### src/rtl/spi_slave_pkg.sv
// rtl/spi_slave_pkg.sv - shared types and frame constants for the SPI register responder
package spi_slave_pkg;

    typedef enum logic [1:0] {
        IDLE,
        ADDR,
        DATA,
        DONE
    } state_t;

    localparam int FRAME_BITS = 8;
    localparam int RW_BIT = 7;
    localparam logic [7:0] READ_FILL = 8'h00;

endpackage

### src/rtl/spi_input_sync.sv
// rtl/spi_input_sync.sv - pin synchronizer with registered level and rise/fall pulses
module spi_input_sync #(
    parameter int SYNC_STAGES = 2,
    parameter logic RESET_LEVEL = 1'b1
) (
    input  logic clk,
    input  logic reset,
    input  logic pin,
    output logic level,
    output logic rise,
    output logic fall
);

    logic [SYNC_STAGES-1:0] chain;

    // level is registered alongside the pulses so data pins line up with the clock pin's edge pulse
    always_ff @(posedge clk) begin
        if (reset) begin
            chain <= {SYNC_STAGES{RESET_LEVEL}};
            level <= RESET_LEVEL;
            rise  <= 1'b0;
            fall  <= 1'b0;
        end else begin
            chain <= {chain[SYNC_STAGES-2:0], pin};
            level <= chain[SYNC_STAGES-1];
            rise  <= chain[SYNC_STAGES-1] & ~level;
            fall  <= ~chain[SYNC_STAGES-1] & level;
        end
    end

endmodule

### src/rtl/axil_spi_slave_regs.sv
// rtl/axil_spi_slave_regs.sv - SPI responder exposing an 8-bit register file to a remote master
module axil_spi_slave_regs
    import spi_slave_pkg::*;
#(
    parameter int NUM_REGS = 16,
    parameter int SYNC_STAGES = 2,
    parameter logic [7:0] RESET_VALUE = 8'h00
) (
    input  logic       aclk,
    input  logic       areset,
    input  logic       spi_cs,
    input  logic       spi_sclk,
    input  logic       spi_mosi,
    output logic       spi_miso,
    input  logic       usr_wr_en,
    input  logic [6:0] usr_wr_addr,
    input  logic [7:0] usr_wr_data,
    output logic       wr_strobe,
    output logic [6:0] wr_addr,
    output logic [7:0] wr_data,
    output logic       rd_strobe,
    output logic [6:0] rd_addr
);

    localparam int IDX_W = (NUM_REGS > 1) ? $clog2(NUM_REGS) : 1;
    localparam logic [7:0] REG_LIMIT = 8'(NUM_REGS);

    logic cs_level, cs_rise, cs_fall;
    logic sclk_level, sclk_rise, sclk_fall;
    logic mosi_level, mosi_rise, mosi_fall;
    logic unused_sync;

    // CS resets to its active level so a frame already in progress at reset release is skipped
    spi_input_sync #(.SYNC_STAGES(SYNC_STAGES), .RESET_LEVEL(1'b0)) u_cs_sync (
        .clk(aclk), .reset(areset), .pin(spi_cs),
        .level(cs_level), .rise(cs_rise), .fall(cs_fall));
    spi_input_sync #(.SYNC_STAGES(SYNC_STAGES), .RESET_LEVEL(1'b1)) u_sclk_sync (
        .clk(aclk), .reset(areset), .pin(spi_sclk),
        .level(sclk_level), .rise(sclk_rise), .fall(sclk_fall));
    spi_input_sync #(.SYNC_STAGES(SYNC_STAGES), .RESET_LEVEL(1'b0)) u_mosi_sync (
        .clk(aclk), .reset(areset), .pin(spi_mosi),
        .level(mosi_level), .rise(mosi_rise), .fall(mosi_fall));

    assign unused_sync = &{1'b0, cs_level, sclk_level, sclk_fall, mosi_rise, mosi_fall};

    state_t                  state;
    logic [2:0]              bit_cnt;
    logic [7:0]              addr_sr;
    logic [FRAME_BITS-2:0]   data_sr;
    logic [7:0]              tx_sr;
    logic [7:0]              regs [NUM_REGS];

    logic [7:0] addr_next, data_next, read_load;
    logic       last_bit, commit;

    assign addr_next = {addr_sr[6:0], mosi_level};
    assign data_next = {data_sr, mosi_level};
    assign last_bit  = sclk_rise && (bit_cnt == 3'(FRAME_BITS - 1));
    assign commit    = (state == DATA) && !addr_sr[RW_BIT] && last_bit && !cs_rise;
    assign read_load = ({1'b0, addr_next[6:0]} < REG_LIMIT) ? regs[addr_next[IDX_W-1:0]] : READ_FILL;

    // Idle and write frames keep tx_sr all ones, so MISO rests high without extra muxing
    assign spi_miso = tx_sr[7];

    always_ff @(posedge aclk) begin
        for (int i = 0; i < NUM_REGS; i++) begin
            if (areset)
                regs[i] <= RESET_VALUE;
            else if (commit && addr_sr[6:0] == 7'(i))
                regs[i] <= data_next;
            else if (usr_wr_en && usr_wr_addr == 7'(i))
                regs[i] <= usr_wr_data;
        end
    end

    always_ff @(posedge aclk) begin
        if (areset) begin
            state     <= IDLE;
            bit_cnt   <= 3'd0;
            addr_sr   <= 8'h00;
            data_sr   <= '0;
            tx_sr     <= 8'hFF;
            wr_strobe <= 1'b0;
            rd_strobe <= 1'b0;
            wr_addr   <= 7'd0;
            wr_data   <= 8'h00;
            rd_addr   <= 7'd0;
        end else begin
            wr_strobe <= 1'b0;
            rd_strobe <= 1'b0;
            if (cs_rise && state != IDLE) begin
                state <= IDLE;
                tx_sr <= 8'hFF;
            end else begin
                case (state)
                    IDLE: begin
                        if (cs_fall) begin
                            state   <= ADDR;
                            bit_cnt <= 3'd0;
                        end
                    end
                    ADDR: begin
                        if (sclk_rise) begin
                            addr_sr <= addr_next;
                            bit_cnt <= bit_cnt + 3'd1;
                            if (last_bit) begin
                                state <= DATA;
                                if (addr_next[RW_BIT]) begin
                                    tx_sr     <= read_load;
                                    rd_strobe <= 1'b1;
                                    rd_addr   <= addr_next[6:0];
                                end
                            end
                        end
                    end
                    DATA: begin
                        if (sclk_rise) begin
                            bit_cnt <= bit_cnt + 3'd1;
                            if (addr_sr[RW_BIT])
                                tx_sr <= {tx_sr[6:0], 1'b1};
                            else
                                data_sr <= data_next[FRAME_BITS-2:0];
                            if (last_bit) begin
                                state <= DONE;
                                if (!addr_sr[RW_BIT]) begin
                                    wr_strobe <= 1'b1;
                                    wr_addr   <= addr_sr[6:0];
                                    wr_data   <= data_next;
                                end
                            end
                        end
                    end
                    default: ;
                endcase
            end
        end
    end

endmodule

### config.mk
export PLATFORM = sky130hd
export DESIGN_NAME = axil_spi_slave_regs
export DESIGN_NICKNAME = d
export VERILOG_FILES = /design/src/rtl/spi_slave_pkg.sv /design/src/rtl/spi_input_sync.sv /design/src/rtl/axil_spi_slave_regs.sv
export SDC_FILE = /design/constraint.sdc
export NUM_CORES = 1
export LEC_CHECK = 0
export ABC_AREA = 0
export ABC_CLOCK_PERIOD_IN_PS = 4300
export CORE_ASPECT_RATIO = 2
export CORE_MARGIN = 4
export CORE_UTILIZATION = 65
export CTS_CLUSTER_DIAMETER = 120
export DETAILED_ROUTE_END_ITERATION = 10
export PLACE_DENSITY = 0.85
export REMOVE_ABC_BUFFERS = 1
export SKIP_LAST_GASP = 1
export SLEW_MARGIN = 25
export SYNTH_ARGS = -nofsm -noshare
export SYNTH_HDL_FRONTEND = slang
export SYNTH_SLANG_ARGS = --single-unit
### constraint.sdc
create_clock -name aclk -period 4.3 [get_ports aclk]
set_input_delay 1.29 -clock aclk [delete_from_list [all_inputs] [get_ports aclk]]
set_output_delay 1.29 -clock aclk [all_outputs]
set_load 0.1 [all_outputs]
==> metrics.md <==
| Metric | Value |
|---|---|
| Skew-Pair Late Insertion Delay | `0.44 ns` |
| Cts bufs inserted | `17` |
| Largest net degree at the start of global routing | `34` |
| Worst-Margin Slew | `1.01 ns` |
| CTS clk-pin slew, worst paths | `0.07 ns` |
| Clk buf depth | `2` |
| Outcome | `finished, final reports clean` |
| Fin worst setup slack | `1.02 ns` |
| GP Congestion | `0.990` |
| DRC violations left | `0` |
| EDFF count, synth | `128` |
| Synth cell types | `46` |
| Critical Path Fanout Max | `8` |
| Die Width | `92.5 µm` |
| TritonCTS clock tree | `built` |
| Yosys top cell area share | `41.4%` |
| Die area | `16400 µm²` |
| Via density | `6.92` |
| Yosys top cell by area | `edfxtp_1` |
| Final WL | `25100 µm` |
| NumNets Final | `856` |
| Period utilisation layout | `76.4%` |
| Final total power | `0.00391 W` |
| Mapped cell area | `9280 µm²` |
| Synthesis-stage register bit count | `192` |
| Worst Setup End Kind | `register` |
| Top cells by count, synth | `edfxtp_1, a22o_1, dfxtp_1` |
| Row count | `61` |
| Mapped Avg Cell Area | `11.4 µm²` |
| Share of cells above drive strength 1 | `11.5%` |
| MaxCap Viol Count | `0` |
| Sequential area share after synthesis | `55.2%` |
| PostCTS Resize Cnt | `0` |
| Dpl hpwl | `17500 µm` |
| Htree depth | `4` |
| Grt ovf | `0` |
| Largest cells by area after synthesis | `edfxtp_1, dfxtp_1, a22o_1` |
| Worst Path Arrival | `3.58 ns` |
| Pre-antenna DRT Iters | `8` |
| Tmin final | `3.28 ns` |
| Pleak | `3.55 nW` |
| Clock Skew | `0.0117 ns` |
| Initial antenna violation count | `0` |
| Fmax | `304 MHz` |
| Num Clock Sinks | `192` |
| Most common cell in the netlist | `edfxtp_1` |
| WHS | `0.414 ns` |
| Starting density of the core | `66.4%` |
| GRT Util Overall | `31.8%` |
| Hold_buf cts | `0` |
| Startpoint types | `input pin` |
| Root buffer selected by CTS | `clkbuf_16` |
| Asr flop ratio synth | `0%` |
| Setup slack at placement | `0.620 ns` |
| Post-DRT Antenna Nets | `0` |
| WP data required | `4.59 ns` |
| Pwr dens | `375 nW/µm²` |
| Detailed-route wire length per cell | `24.3 µm` |
| Final Max Slew Viols | `0` |
| Most used DFF post-synth | `edfxtp_1` |
| Mapped Cells | `817` |
| RSZ-0062 raised after global routing | `no` |
| Max-slew headroom | `32.4%` |
| Peak VDD IR | `0.271 mV` |
| Vias in the first global route | `7072` |
| Setup TNS | `0 ns` |
| Die H | `177 µm` |
| I/O pin count | `46` |
| Final hold viol count | `0` |
| Drt first-iter violations | `760` |
| Setup Viol. Count Final | `0` |
| CP Class | `input pin to register` |
| DR vias | `7130` |
| Area Overhead vs Synth | `12.4%` |
| Global-route wire length before repair | `38800 µm` |
| I/O Buffers | `45` |
| Core area | `14000 µm²` |
| # Post-CTS Setup Buffers | `0` |
| Finished Cell Area | `10400 µm²` |
| Hold Crit Class | `register to register` |
| Synthesis warning total | `0` |
| Antenna diodes | `0` |
| Area after DPL | `9850 µm²` |
critical path, stage by stage:
cell,delay (ns)
clkdlybuf4s50_1,0.51
nor4_1,0.58
nand4b_1,0.27
nor3_1,0.69
a22o_1,0.25
report_power, final:
| part | internal, W | total, W | switching (W) |
|---|---|---|---|
| registers | 0.00204 | 0.00207 | 0.0000357 |
| clock network | 0.000825 | 0.00156 | 0.000734 |
| logic | 0.000104 | 0.000277 | 0.000173 |
| total | 0.00297 | 0.00391 | 0.000943 |
placed cells by master, fill, tap and decap left out, types with 14 or more instances in the layout:
master	n
a21oi_1	29
clkdlybuf4s50_1	44
nor3_1	22
edfxtp_1	128
nand2_1	63
dfxtp_1	63
nand2b_1	14
mux4_2	16
nor2_1	58
nor2b_1	19
a22oi_1	16
o21ai_0	50
buf_4	23
mux2i_1	16
a22o_1	125
clkbuf_16	17
layout make-up:
type	count	area, µm²
Sequential cell	192	5130
Multi-Input combinational cell	541	3840
Fill cell	907	3530
Timing Repair Buffer	68	618
Clock buffer	19	453
Tap cell	189	236
Clock inverter	13	128
Inverter	8	30.0
metrics by stage:
step	cells	utilization, %
2_1_floorplan	741	-
5_1_grt	1030	74.7
6_report	1030	74.7
3_5_place_dp	998	70.5
3_3_place_gp	998	70.5
4_1_cts	1030	74.7
flip-flops by register name, indices dropped and copies added (netlist names), 3 cells and up:
register	count
wr_addr	7
rd_addr	7
addr_sr	8
data_sr	7
wr_data	8
regs	128
bit_cnt	3
tx_sr	8
path summary, 6_finish.rpt:
check,startpoint,to,slack [ns],cells after the start
max,usr_wr_addr[3],regs[3][1],1.02,5
min,u_sclk_sync.level,u_sclk_sync.rise,0.41,1
max reg2reg,state[0],regs[6][6],1.42,7
min reg2reg,u_sclk_sync.level,u_sclk_sync.rise,0.41,1
cells by family (layout without fill, tap and decap cells):
logic type,Yosys count,count (layout),synth area share [%]
flip-flops,192,192,55.2
buffers and inverters,84,108,3.42
AND/OR/NAND/NOR,231,231,12.7
multiplexers,40,40,6.58
AO/OA/AOI/OAI,263,263,21.1
adder cells (fa/ha/maj),7,7,0.944
per-layer routing:
layer	part of all wire, %	vias to the layer above	track usage [%]
met5	0	-	0
met4	8.1	0	22.6
met3	7.8	134	6.47
met2	52	430	56.0
met1	32	3405	33.1
li1	-	3161	-
Power figures use the tool's default switching activity.
